`src/rtl/audio_sample_feeder_if.sv`:
```
// Producer-to-feeder sample write channel.
// Valid/ready handshake; a write occurs on WR_VALID & WR_READY.
interface audio_sample_feeder_if;
    logic [7:0] WR_DATA;
    logic       WR_VALID;
    logic       WR_READY;

    modport master (
        output WR_DATA,
        output WR_VALID,
        input  WR_READY
    );

    modport slave (
        input  WR_DATA,
        input  WR_VALID,
        output WR_READY
    );
endinterface

```
`src/rtl/audio_sample_feeder.sv`:
```
// Sample FIFO plus SCLK/LRCLK generation for the I2S serializer.
// One sample is popped per LRCLK rising edge and held for a frame.
module audio_sample_feeder #(
    parameter  int SCLK_DIV    = 4,
    parameter  int BITS_PER_CH = 32,
    parameter  int FIFO_DEPTH  = 16,
    localparam int LW = $clog2(FIFO_DEPTH) + 1
) (
    input  logic          Clk,
    input  logic          Reset_n,
    input  logic          EN,
    input  logic          CLR_UNDERFLOW,
    audio_sample_feeder_if.slave wr,
    output logic          SCLK,
    output logic          LRCLK,
    output logic [7:0]    SAMPLE,
    output logic [LW-1:0] FIFO_LEVEL,
    output logic          UNDERFLOW
);

    localparam int DW = (SCLK_DIV > 1) ? $clog2(SCLK_DIV) : 1;
    localparam int BW = $clog2(2 * BITS_PER_CH);
    localparam int AW = $clog2(FIFO_DEPTH);

    logic [DW-1:0] div_cnt;
    logic [BW-1:0] bit_cnt;
    logic [BW-1:0] bit_nxt;
    logic [AW-1:0] wr_ptr;
    logic [AW-1:0] rd_ptr;
    logic [7:0]    mem [FIFO_DEPTH];

    logic div_wrap;
    logic sclk_fall;
    logic lr_nxt;
    logic pop;
    logic empty;
    logic wr_fire;
    logic pop_ok;

    // Frame position decode: the next bit slot and whether it pops.
    always_comb begin
        div_wrap  = (div_cnt == DW'(SCLK_DIV - 1));
        sclk_fall = EN && div_wrap && SCLK;
        bit_nxt   = (bit_cnt == BW'(2 * BITS_PER_CH - 1))
                  ? '0 : bit_cnt + BW'(1);
        lr_nxt    = (bit_nxt >= BW'(BITS_PER_CH));
        pop       = sclk_fall && !LRCLK && lr_nxt;
        empty     = (FIFO_LEVEL == '0);
        wr_fire   = wr.WR_VALID && wr.WR_READY;
        pop_ok    = pop && !empty;
    end

    assign wr.WR_READY = (FIFO_LEVEL < LW'(FIFO_DEPTH));

    // Bit and word clock generation; parked low while disabled.
    always_ff @(posedge Clk or negedge Reset_n) begin
        if (!Reset_n) begin
            div_cnt <= '0;
            bit_cnt <= '0;
            SCLK    <= 1'b0;
            LRCLK   <= 1'b0;
        end else if (!EN) begin
            div_cnt <= '0;
            bit_cnt <= '0;
            SCLK    <= 1'b0;
            LRCLK   <= 1'b0;
        end else begin
            div_cnt <= div_wrap ? '0 : div_cnt + DW'(1);
            if (div_wrap) begin
                SCLK <= ~SCLK;
            end
            if (sclk_fall) begin
                bit_cnt <= bit_nxt;
                LRCLK   <= lr_nxt;
            end
        end
    end

    // Sample storage; written only on an accepted handshake.
    always_ff @(posedge Clk or negedge Reset_n) begin
        if (!Reset_n) begin
            for (int i = 0; i < FIFO_DEPTH; i++) begin
                mem[i] <= 8'h00;
            end
        end else if (wr_fire) begin
            mem[wr_ptr] <= wr.WR_DATA;
        end
    end

    // FIFO pointers and occupancy; an empty pop never bypasses a write.
    always_ff @(posedge Clk or negedge Reset_n) begin
        if (!Reset_n) begin
            wr_ptr     <= '0;
            rd_ptr     <= '0;
            FIFO_LEVEL <= '0;
        end else begin
            if (wr_fire) begin
                wr_ptr <= wr_ptr + AW'(1);
            end
            if (pop_ok) begin
                rd_ptr <= rd_ptr + AW'(1);
            end
            unique case ({wr_fire, pop_ok})
                2'b10:   FIFO_LEVEL <= FIFO_LEVEL + LW'(1);
                2'b01:   FIFO_LEVEL <= FIFO_LEVEL - LW'(1);
                default: FIFO_LEVEL <= FIFO_LEVEL;
            endcase
        end
    end

    // Held sample output; silence on an empty pop.
    always_ff @(posedge Clk or negedge Reset_n) begin
        if (!Reset_n) begin
            SAMPLE <= 8'h00;
        end else if (pop) begin
            SAMPLE <= empty ? 8'h00 : mem[rd_ptr];
        end
    end

    // Sticky underflow flag; a new underflow beats a clear.
    always_ff @(posedge Clk or negedge Reset_n) begin
        if (!Reset_n) begin
            UNDERFLOW <= 1'b0;
        end else if (pop && empty) begin
            UNDERFLOW <= 1'b1;
        end else if (CLR_UNDERFLOW) begin
            UNDERFLOW <= 1'b0;
        end
    end

endmodule
```
`src/flat_wrapper.sv`:
```
// flat-port wrapper written by rule: the top's interface ports become plain ports
module audio_sample_feeder_flat 
#(
    parameter  int SCLK_DIV    = 4,
    parameter  int BITS_PER_CH = 32,
    parameter  int FIFO_DEPTH  = 16,
    localparam int LW = $clog2(FIFO_DEPTH) + 1
)
  (Clk, Reset_n, EN, CLR_UNDERFLOW, SCLK, LRCLK, SAMPLE, FIFO_LEVEL, UNDERFLOW, wr_WR_DATA, wr_WR_VALID, wr_WR_READY);
  audio_sample_feeder_if wr_i ();
  input  logic Clk;
  input  logic Reset_n;
  input  logic EN;
  input  logic CLR_UNDERFLOW;
  output logic SCLK;
  output logic LRCLK;
  output logic [7:0] SAMPLE;
  output logic [LW-1:0] FIFO_LEVEL;
  output logic UNDERFLOW;
  input wire logic [$bits(wr_i.WR_DATA)-1:0] wr_WR_DATA;
  input wire logic [$bits(wr_i.WR_VALID)-1:0] wr_WR_VALID;
  output wire logic [$bits(wr_i.WR_READY)-1:0] wr_WR_READY;
  assign wr_i.WR_DATA = wr_WR_DATA;
  assign wr_i.WR_VALID = wr_WR_VALID;
  assign wr_WR_READY = wr_i.WR_READY;
  audio_sample_feeder #(.SCLK_DIV(SCLK_DIV), .BITS_PER_CH(BITS_PER_CH), .FIFO_DEPTH(FIFO_DEPTH)) u_core (.Clk(Clk), .Reset_n(Reset_n), .EN(EN), .CLR_UNDERFLOW(CLR_UNDERFLOW), .wr(wr_i), .SCLK(SCLK), .LRCLK(LRCLK), .SAMPLE(SAMPLE), .FIFO_LEVEL(FIFO_LEVEL), .UNDERFLOW(UNDERFLOW));
endmodule
```
`config.mk`:
```
export PLATFORM = sky130hd
export DESIGN_NAME = audio_sample_feeder_flat
export DESIGN_NICKNAME = d
export VERILOG_FILES = /design/src/rtl/audio_sample_feeder_if.sv /design/src/rtl/audio_sample_feeder.sv /design/src/flat_wrapper.sv
export SDC_FILE = /design/constraint.sdc
export NUM_CORES = 1
export LEC_CHECK = 0
export CORE_MARGIN = 1
export CORE_UTILIZATION = 28
export CTS_CLUSTER_SIZE = 40
export DETAILED_ROUTE_END_ITERATION = 12
export SYNTH_ARGS = -nofsm -noshare
export SYNTH_HDL_FRONTEND = slang
export SYNTH_SLANG_ARGS = --single-unit
```
`constraint.sdc`:
```
create_clock -name Clk -period 7.2 [get_ports Clk]
set_clock_uncertainty 0.2 [all_clocks]
set_input_delay 1.08 -clock Clk [delete_from_list [all_inputs] [get_ports Clk]]
set_output_delay 1.08 -clock Clk [all_outputs]
set_load 0.05 [all_outputs]
```
==> results of run 1 <==
-- metrics by stage --
stage               total power, W  instances  setup WS, ps
floorplan                0.0009337        499          3847
global placement         0.0009641        840          2380
detailed placement       0.0009677        840          2177
CTS                       0.001808        872          2619
global route              0.001848        872          2326
finish                    0.001781        872          2593
-- final cells by class --
class                   count  area (sq um)
clock inverters            15         120.1
multi-input cells         306          3257
clock buffers              17         425.4
flip-flops and latches    160          4005
fillers                  2495         17640
inverters                   7         26.28
repair buffers             32         314.1
well taps                 335         419.2
-- registers in the layout, indices dropped and copies added (netlist names) --
register and cells:
u_core.mem 128, u_core.LRCLK 1, u_core.rd_ptr 4, u_core.FIFO_LEVEL 5
u_core.UNDERFLOW 1, u_core.SAMPLE 8, u_core.bit_cnt 6, u_core.SCLK 1
u_core.wr_ptr 4, u_core.div_cnt 2
-- power groups by stage --
stage	registers, W	logic (W)	clock network (W)
finish	0.000904	0.0000455	0.000832
global route	0.000904	0.0000518	0.000892
floorplan	0.000923	0.0000109	0
global placement	0.000920	0.0000438	0
CTS	0.000904	0.0000471	0.000857
detailed placement	0.000921	0.0000470	0
-- Yosys cell counts (11+ instances only) --
library cell	n
a22oi_1	17
mux4_1	17
nand2_1	23
clkbuf_1	12
dfrtp_1	160
ha_1	11
nor2_2	11
mux4_2	14
mux2_2	122
-- logic make-up (layout without fill, tap and decap cells) --
group,after synthesis,after routing,share of synthesized area (%)
and+or+nand+nor,72,72,5.284
DFF,160,160,53.34
AOI/OAI and AO/OA,44,44,4.284
adders and majority gates,11,11,1.834
buffers and inverters,33,71,3.267
xor gates and xnor gates,16,16,1.867
muxes,163,163,30.12
-- final timing paths --
path,slack (ps),cells after the start,from,to
max,2590,12,EN,u_core.FIFO_LEVEL[4]
min in group asynchronous,550,1,Reset_n,u_core.div_cnt[1]
max in group asynchronous,4860,2,Reset_n,u_core.wr_ptr[0]
min reg2reg,260,1,u_core.div_cnt[0],u_core.div_cnt[0]
max reg2reg,3100,13,u_core.div_cnt[0],u_core.FIFO_LEVEL[4]
min,260,1,u_core.div_cnt[0],u_core.div_cnt[0]
-- per-layer routing --
metal	up-vias	global-route usage, %	routed length (um)
li1	1892	-	-
met5	-	0	0
met3	11	2.955	604
met1	2237	15.63	7009
met4	0	3.820	161
met2	80	21.32	8372
==> flow_metrics.py, run 1 <==
metrics = {
    "clock_network": {
        "cts_hold_buf": 0,
        "cts_tree": "built",
        "cts_resized": 0,
        "clock-root-buffer": "clkbuf_16",
        "cts_inserted_buffers": 17,
        "cts_max_level": 4,
        "clk_pin_slew_worst_paths_ps": 60,
        "cts_setup_buffers": 0,
        "clock_path_buffers": 2,
        "cts_sinks": 160,
        "clock_latency_ps": 420,
    },
    "power_and_ir_drop": {
        "power.density_nw_per_um2": 207.9,
        "seqPwrFrac_pct": 50.8,
        "pwr-share-comb_pct": 2.6,
        "power.internal_w": 0.001363,
        "p_leak_nw": 4.020,
        "switchingPower_w": 0.0004181,
        "clkPwrFrac_pct": 46.7,
        "ir_drop_v": 0.0001387,
        "swShare_pct": 23.47,
    },
    "worst_setup_path": {
        "slowest_stage": "nor2_1",
        "crit_arrival_ps": 4710,
        "cpLargestDelayFamily": "simple AND/OR/NAND/NOR gates",
        "worstSetupPathType": "in -> reg",
        "critical_path_buf_inv_count": 1,
        "required_ps": 7310,
        "crit_path_max_fanout": 12,
        "cp_cell_sequence": "clkdlybuf4s50_1 > nor3b_1 > o211ai_1 > nor2_1 > ha_1 > xor2_1 > ha_1 > o211ai_1 > a21oi_1 > a31oi_1 > nor2_1 > xnor2_1",
        "cp-end-kind": "register",
        "max_stage_delay_ps": 860,
        "critPathLaunchType": "primary input",
    },
    "routing": {
        "drt-initial-drc-count": 260,
        "wl_per_cell_um": 18.52,
        "dr_total_vias": 4220,
        "viasPerCell": 4.839,
        "wl_um": 16150,
        "drt_first_pass_iters": 11,
        "drc": 6,
        "ant_nets": 0,
    },
    "yosys": {
        "synth_seq_cells": 160,
        "synth.cell_area_sq_um": 7506,
        "seq_area_frac_synth_pct": 53.34,
        "synth_area_leaders": "dfrtp_1 (53%), mux2_2 (18%), mux4_1 (6.0%)",
        "synth_fp_nets": 523,
        "yosys.area.top_type": "dfrtp_1",
        "synthFlopType": "dfrtp_1",
        "synth_cell_types": 48,
        "yosysWarningCount": 0,
        "avgSynthCellArea_sq_um": 15.04,
        "synth-edff-count": 0,
        "synth_top_area_share_pct": 53.34,
        "synthArstFlopShare_pct": 100.0,
        "synthCells": 499,
    },
    "sta": {
        "finalMaxSlewViolations": 0,
        "post-route-period-util_pct": 63.98,
        "timing.final.crit_period_ps": 4607,
        "relSlewSlack_pct": 25.42,
        "max_clock_freq_ghz": 0.2171,
        "hold_violations": 0,
        "setup_viol": 0,
        "rsz0062_at_grt": "no",
        "tightest_slew_ps": 1114,
        "whs_ps": 257.4,
        "fin_setup_tns_ps": 0,
    },
    "placed_design": {
        "place_area_sq_um": 8021,
        "port_buffers": 29,
        "globalplace.congestion": 0.7558,
        "dp_hpwl_um": 10340,
    },
    "cells_and_area": {
        "design_area_sq_um": 8567,
        "syn_to_final_growth_pct": 14.14,
        "final_cell_mix": "dfrtp_1 (159), mux2_2 (122), clkdlybuf4s50_1 (28), nand2_1 (23)",
        "final_common_cell": "dfrtp_1",
        "nNetsFinal": 548,
        "antennaDiodeCount": 0,
        "finalCoreUtilization_pct": 32.69,
        "layout-drive-gt1-share_pct": 36.13,
    },
    "global_routing": {
        "grt_max_degree": 96,
        "grt_pass1_vias": 4566,
        "grt_remaining_overflow": 0,
        "grt_util_all_layers_pct": 12.48,
        "grt_pass1_wl_um": 26060,
        "antenna_found_initial": 0,
    },
    "die": {
        "die_height_um": 165.7,
        "die_w_um": 165.7,
        "coreArea_sq_um": 26210,
        "start_util_pct": 28.64,
        "die-area_sq_um": 27470,
        "io_pins": 30,
        "rows": 59,
    },
    "run_status": {
        "status": "finished, violations left",
        "violations": "design-rule violations",
    },
    "hold_path": {
        "hp-class": "reg -> reg",
    },
    "run": {
        "maxCapViolCount": 0,
    },
}
Power figures use the tool's default switching activity.
==> run 2, diff against run 1 <==
==> constraint.sdc (replaced) <==
create_clock -name Clk -period 4.65 [get_ports Clk]
set_clock_uncertainty 0.2 [all_clocks]
set_input_delay 0.6975 -clock Clk [delete_from_list [all_inputs] [get_ports Clk]]
set_output_delay 0.6975 -clock Clk [all_outputs]
set_load 0.05 [all_outputs]
==> run 2 against run 1 <==
The run still ends with design-rule violations left. Largest cell class unchanged. Count of clock-buffer cells in the layout increased by 3. Non-clock buffer count increased by 3. Clock power increased by 80%. Power increased by 67%. Die area unchanged. Global-route usage increased by 0.27 points.
==> flow_metrics.py, run 2 (synthesis gave the netlist of run 1 again) <==
metrics = {
    "global_routing": {
        "antenna_found_initial": 0,
        "grt_pass1_wl_um": 26900,
        "grt_util_all_layers_pct": 12.75,
        "grt_max_degree": 103,
        "grt_remaining_overflow": 0,
        "grt_pass1_vias": 4733,
    },
    "power_and_ir_drop": {
        "power.internal_w": 0.002375,
        "power.density_nw_per_um2": 342.7,
        "p_leak_nw": 4.066,
        "pwr-share-comb_pct": 2.4,
        "clkPwrFrac_pct": 50.5,
        "swShare_pct": 20.11,
        "ir_drop_v": 0.0002168,
        "switchingPower_w": 0.0005980,
        "seqPwrFrac_pct": 47.1,
    },
    "die": {
        "io_pins": 30,
        "die-area_sq_um": 27470,
        "start_util_pct": 28.64,
        "die_w_um": 165.7,
        "coreArea_sq_um": 26210,
        "rows": 59,
        "die_height_um": 165.7,
    },
    "clock_network": {
        "cts_sinks": 160,
        "cts_inserted_buffers": 17,
        "cts_max_level": 4,
        "cts_setup_buffers": 0,
        "cts_resized": 0,
        "cts_hold_buf": 0,
        "clk_pin_slew_worst_paths_ps": 60,
        "clock_path_buffers": 2,
        "clock_latency_ps": 420,
        "cts_tree": "built",
        "clock-root-buffer": "clkbuf_16",
    },
    "routing": {
        "ant_nets": 0,
        "dr_total_vias": 4296,
        "drc": 6,
        "wl_um": 16470,
        "drt_first_pass_iters": 10,
        "viasPerCell": 4.921,
        "wl_per_cell_um": 18.87,
        "drt-initial-drc-count": 297,
    },
    "worst_setup_path": {
        "required_ps": 4750,
        "max_stage_delay_ps": 630,
        "reg2reg_depth": 12,
        "cp-end-kind": "register",
        "r2r_start": "u_core.bit_cnt[2]",
        "cp_num_cells": 12,
        "critical_path_buf_inv_count": 1,
        "crit_arrival_ps": 3660,
        "setup.worst_path.start": "EN",
        "crit_path_max_fanout": 12,
        "cpLargestDelayFamily": "compound AO/OA/AOI/OAI gates",
        "slowest_stage": "clkdlybuf4s50_1",
        "regToRegSetupSlack_ps": 1090,
        "cp_cell_sequence": "clkdlybuf4s50_1 > nor3b_1 > o211ai_1 > nor2_1 > ha_1 > xor2_1 > ha_1 > nor2b_1 > o21ai_0 > a31oi_1 > nor2_1 > xnor2_1",
        "critPathLaunchType": "primary input",
        "endpoint": "u_core.FIFO_LEVEL[4]",
        "worstSetupPathType": "in -> reg",
        "reg2reg_to": "u_core.FIFO_LEVEL[4]",
    },
    "sta": {
        "fin_setup_tns_ps": 0,
        "setup_viol": 0,
        "tightest_slew_ps": 1080,
        "rsz0062_at_grt": "no",
        "max_clock_freq_ghz": 0.2810,
        "relSlewSlack_pct": 27.71,
        "hold_violations": 0,
        "post-route-period-util_pct": 76.53,
        "finalMaxSlewViolations": 0,
        "timing.final.crit_period_ps": 3559,
    },
    "cells_and_area": {
        "largest_reg_flops": 128,
        "antennaDiodeCount": 0,
        "nNetsFinal": 551,
        "final_cell_mix": "dfrtp_1 (159), mux2_2 (122), clkdlybuf4s50_1 (28), nand2_1 (23)",
        "final_common_cell": "dfrtp_1",
        "regMostFlops": "u_core.mem",
        "finalCoreUtilization_pct": 33.11,
        "syn_to_final_growth_pct": 15.60,
        "reg.largest.list": "u_core.mem: 128 flops, u_core.SAMPLE: 8 flops, u_core.bit_cnt: 6 flops",
        "layout-drive-gt1-share_pct": 35.87,
    },
    "placed_design": {
        "port_buffers": 29,
        "globalplace.congestion": 0.7996,
        "dp_hpwl_um": 10700,
    },
    "run": {
        "maxCapViolCount": 0,
    },
    "hold_path": {
        "hp-class": "in -> async",
    },
    "run_status": {
        "violations": "design-rule violations",
        "status": "finished, violations left",
    },
}
-- run 2: worst register-to-register path, stage by stage, from the launching register on --
cell and delay (ps):
dfrtp_1 430, nand3_1 170, o21a_1 230, o211ai_1 860
nor2_1 140, ha_1 360, xor2_1 180, ha_1 230
nor2b_1 130, o21ai_0 200, a31oi_1 110, nor2_1 130
xnor2_1 120
-- run 2: power groups by stage --
| stage | logic, W | clock network, W | registers (W) |
|---|---|---|---|
| final | 0.0000715 | 0.00150 | 0.00140 |
| after detailed placement | 0.0000739 | 0 | 0.00143 |
| after global routing | 0.0000817 | 0.00159 | 0.00140 |
| after floorplan | 0.0000169 | 0 | 0.00143 |
| after global placement | 0.0000690 | 0 | 0.00143 |
| after CTS | 0.0000742 | 0.00153 | 0.00140 |
-- run 2: area by class of cell --
cell class | count | area, sq um
fillers | 2477 | 17530
flip-flops and latches | 160 | 4005
multi-input cells | 306 | 3257
clock buffers | 20 | 446.7
well taps | 335 | 419.2
repair buffers | 35 | 336.6
clock inverters | 10 | 186.4
inverters | 7 | 26.28
-- run 2: worst min path at each step --
stage                                 start  depth (start not counted)                    to  slack, ps
final                               Reset_n                          1     u_core.div_cnt[1]        140
after global routing                Reset_n                          1     u_core.div_cnt[1]        270
after CTS                           Reset_n                          1           u_core.SCLK        230
after detailed placement  u_core.div_cnt[0]                          1     u_core.div_cnt[0]        250
after global placement    u_core.div_cnt[0]                          1     u_core.div_cnt[0]        230
after floorplan                     Reset_n                          0  u_core.FIFO_LEVEL[0]        200
-- run 2: per-layer routing --
| layer | GRT usage [%] | up-vias | share of wire (%) |
|---|---|---|---|
| met1 | 15.91 | 2296 | 45 |
| met5 | 0 | - | 0 |
| met4 | 4.957 | 0 | 1.8 |
| met2 | 21.41 | 81 | 51 |
| li1 | - | 1896 | - |
| met3 | 2.979 | 23 | 2.9 |
-- run 2: stage by stage --
stage	cells	cell area, sq um	total power [W]	hold WS (ps)	worst slack (ps)
floorplan	499	7506	0.001446	201.9	1424
global placement	843	8044	0.001494	227.1	797.0
detailed placement	843	8044	0.001500	245.6	629.9
CTS	873	8677	0.003009	234.8	1067
global route	873	8677	0.003076	267.1	764.7
finish	873	8677	0.002973	143.2	1091
==> run 3, diff against run 2 <==
==> constraint.sdc (replaced) <==
create_clock -name Clk -period 3.3 [get_ports Clk]
set_clock_uncertainty 0.2 [all_clocks]
set_input_delay 0.495 -clock Clk [delete_from_list [all_inputs] [get_ports Clk]]
set_output_delay 0.495 -clock Clk [all_outputs]
set_load 0.05 [all_outputs]
==> run 3 against run 2 <==
The flow still finishes with violations (design-rule violations). Die area is the same. Global-route usage is 0.40 points higher. Critical path type is now reg -> reg. First-iteration DRC count rose by 6.1%. Routed wire length grew 2.0%.
==> flow_metrics.py, run 3 (synthesis gave the netlist of run 1 again) <==
metrics = {
    "power_and_ir_drop": {
        "pwr-share-comb_pct": 2.7,
        "p_total_w": 0.004020,
        "p_leak_nw": 4.095,
        "swShare_pct": 21.63,
        "power.density_nw_per_um2": 462.2,
        "switchingPower_w": 0.0008695,
        "clkPwrFrac_pct": 48.3,
        "seqPwrFrac_pct": 49.1,
        "ir_drop_v": 0.0003551,
        "power.internal_w": 0.003150,
    },
    "global_routing": {
        "grt_util_all_layers_pct": 13.15,
        "antenna_found_initial": 0,
        "grt_max_degree": 86,
        "grt_pass1_vias": 4830,
        "grt_remaining_overflow": 0,
        "grt_pass1_wl_um": 27440,
    },
    "sta": {
        "hold_violations": 0,
        "tightest_slew_ps": 1032,
        "max_clock_freq_ghz": 0.3442,
        "fin_setup_tns_ps": 0,
        "timing.final.crit_period_ps": 2906,
        "rsz0062_at_grt": "no",
        "setup_viol": 0,
        "relSlewSlack_pct": 31.19,
        "post-route-period-util_pct": 88.05,
        "finalMaxSlewViolations": 0,
    },
    "run_status": {
        "status": "finished, violations left",
        "violations": "design-rule violations",
    },
    "placed_design": {
        "port_buffers": 29,
        "globalplace.congestion": 0.8002,
        "dp_hpwl_um": 10990,
    },
    "routing": {
        "viasPerCell": 4.882,
        "ant_nets": 0,
        "drc": 6,
        "dr_total_vias": 4321,
        "drt_first_pass_iters": 11,
        "wl_um": 16810,
        "drt-initial-drc-count": 315,
        "wl_per_cell_um": 18.99,
    },
    "clock_network": {
        "cts_sinks": 160,
        "clk_pin_slew_worst_paths_ps": 60,
        "clock_path_buffers": 2,
        "cts_max_level": 4,
        "cts_inserted_buffers": 17,
        "clock-root-buffer": "clkbuf_16",
        "clock_latency_ps": 420,
        "cts_tree": "built",
        "cts_resized": 0,
    },
    "cells_and_area": {
        "nFillCells": 2476,
        "antennaDiodeCount": 0,
        "finalCoreUtilization_pct": 33.19,
        "largest_reg_flops": 128,
        "final_common_cell": "dfrtp_1",
        "syn_to_final_growth_pct": 15.87,
        "reg.largest.list": "u_core.mem: 128 flops, u_core.SAMPLE: 8 flops, u_core.bit_cnt: 6 flops",
        "regMostFlops": "u_core.mem",
        "layout-drive-gt1-share_pct": 36.73,
        "nNetsFinal": 561,
        "final_cell_mix": "dfrtp_1 (159), mux2_2 (122), clkdlybuf4s50_1 (28), nand2_1 (23)",
    },
    "die": {
        "start_util_pct": 28.64,
        "die-area_sq_um": 27470,
        "coreArea_sq_um": 26210,
        "die_height_um": 165.7,
        "io_pins": 30,
        "rows": 59,
        "die_w_um": 165.7,
    },
    "worst_setup_path": {
        "crit_arrival_ps": 3020,
        "worstSetupPathType": "reg -> reg",
        "required_ps": 3410,
        "crit_path_max_fanout": 7,
        "cp-end-kind": "register",
        "critPathLaunchType": "register",
    },
    "hold_path": {
        "hp-class": "reg -> reg",
    },
    "run": {
        "maxCapViolCount": 0,
    },
}
run 3: changes by cell type in the layout (fill, tap and decap cells not counted):
| cell | previous run | this run |
|---|---|---|
| inv_6 | 0 | 1 |
| clkbuf_8 | 1 | 2 |
| bufinv_16 | 5 | 2 |
| clkbuf_1 | 2 | 4 |
| clkinv_2 | 1 | 3 |
| clkinvlp_4 | 3 | 2 |
| buf_4 | 6 | 15 |
| dlygate4sd3_1 | 0 | 1 |
run 3: layout make-up:
cell class              count  area [sq um]  area share, %
flip-flops and latches    160          4005          46.05
multi-input cells         306          3257          37.45
clock buffers              23         467.9          5.381
well taps                 335         419.2          4.819
repair buffers             45         414.1          4.762
clock inverters             9         107.6          1.237
inverters                   7         26.28         0.3021
run 3: worst max-delay path, stage by stage, from the launching register on:
cell and delay (ps):
dfrtp_1 360, ha_1 230, nand2_1 200, nor3b_1 230, o211ai_1 150, nor2_1 150, ha_1 210, buf_4 170
ha_1 280, o211ai_1 120, a21oi_1 100, a31oi_1 180, nor2_1 90, xnor2_1 130
run 3: path summary, 6_finish.rpt:
path | start | slack [ps] | end | depth (start not counted)
setup / recovery | u_core.div_cnt[0] | 390 | u_core.FIFO_LEVEL[4] | 13
hold / removal | u_core.div_cnt[0] | 250 | u_core.div_cnt[0] | 1
setup reg to reg | u_core.div_cnt[0] | 390 | u_core.FIFO_LEVEL[4] | 13
hold reg to reg | u_core.div_cnt[0] | 250 | u_core.div_cnt[0] | 1
max in group asynchronous | Reset_n | 1450 | u_core.rd_ptr[0] | 3
min in group asynchronous | Reset_n | 470 | u_core.div_cnt[1] | 2
run 3: power groups by stage:
stage	registers, W	clock network [W]	logic, W
final	0.00197	0.00194	0.000107
after global routing	0.00197	0.00206	0.000120
after CTS	0.00197	0.00198	0.000109
after detailed placement	0.00201	0	0.000108
after global placement	0.00201	0	0.000101
after floorplan	0.00201	0	0.0000238
run 3: metal layers:
layer / global-route usage (%) / wire length (um) / vias to the layer above
met2: 22.25 / 8469 / 95
met3: 3.027 / 696 / 20
li1: - / - / 1925
met4: 4.957 / 275 / 0
met1: 16.34 / 7364 / 2281
met5: 0 / 0 / -
run 3: repair_timing:
action | 4_1_cts | 5_1_grt
hold buffers | 1 | 0
buffers inserted | 0 | 0
endpoints found under the hold margin | 81 | 0
run 3: stage by stage:
| step | std cells | instance area (sq um) | hold WS [ps] | worst slack [ps] |
|---|---|---|---|---|
| floorplan | 499 | 7506 | -0.5910 | 74.12 |
| global placement | 852 | 8112 | 225.6 | 384.4 |
| detailed placement | 852 | 8112 | 243.6 | 272.3 |
| CTS | 885 | 8697 | 251.6 | 416.9 |
| global route | 885 | 8697 | 263.9 | 93.70 |
| finish | 885 | 8697 | 253.1 | 394.3 |
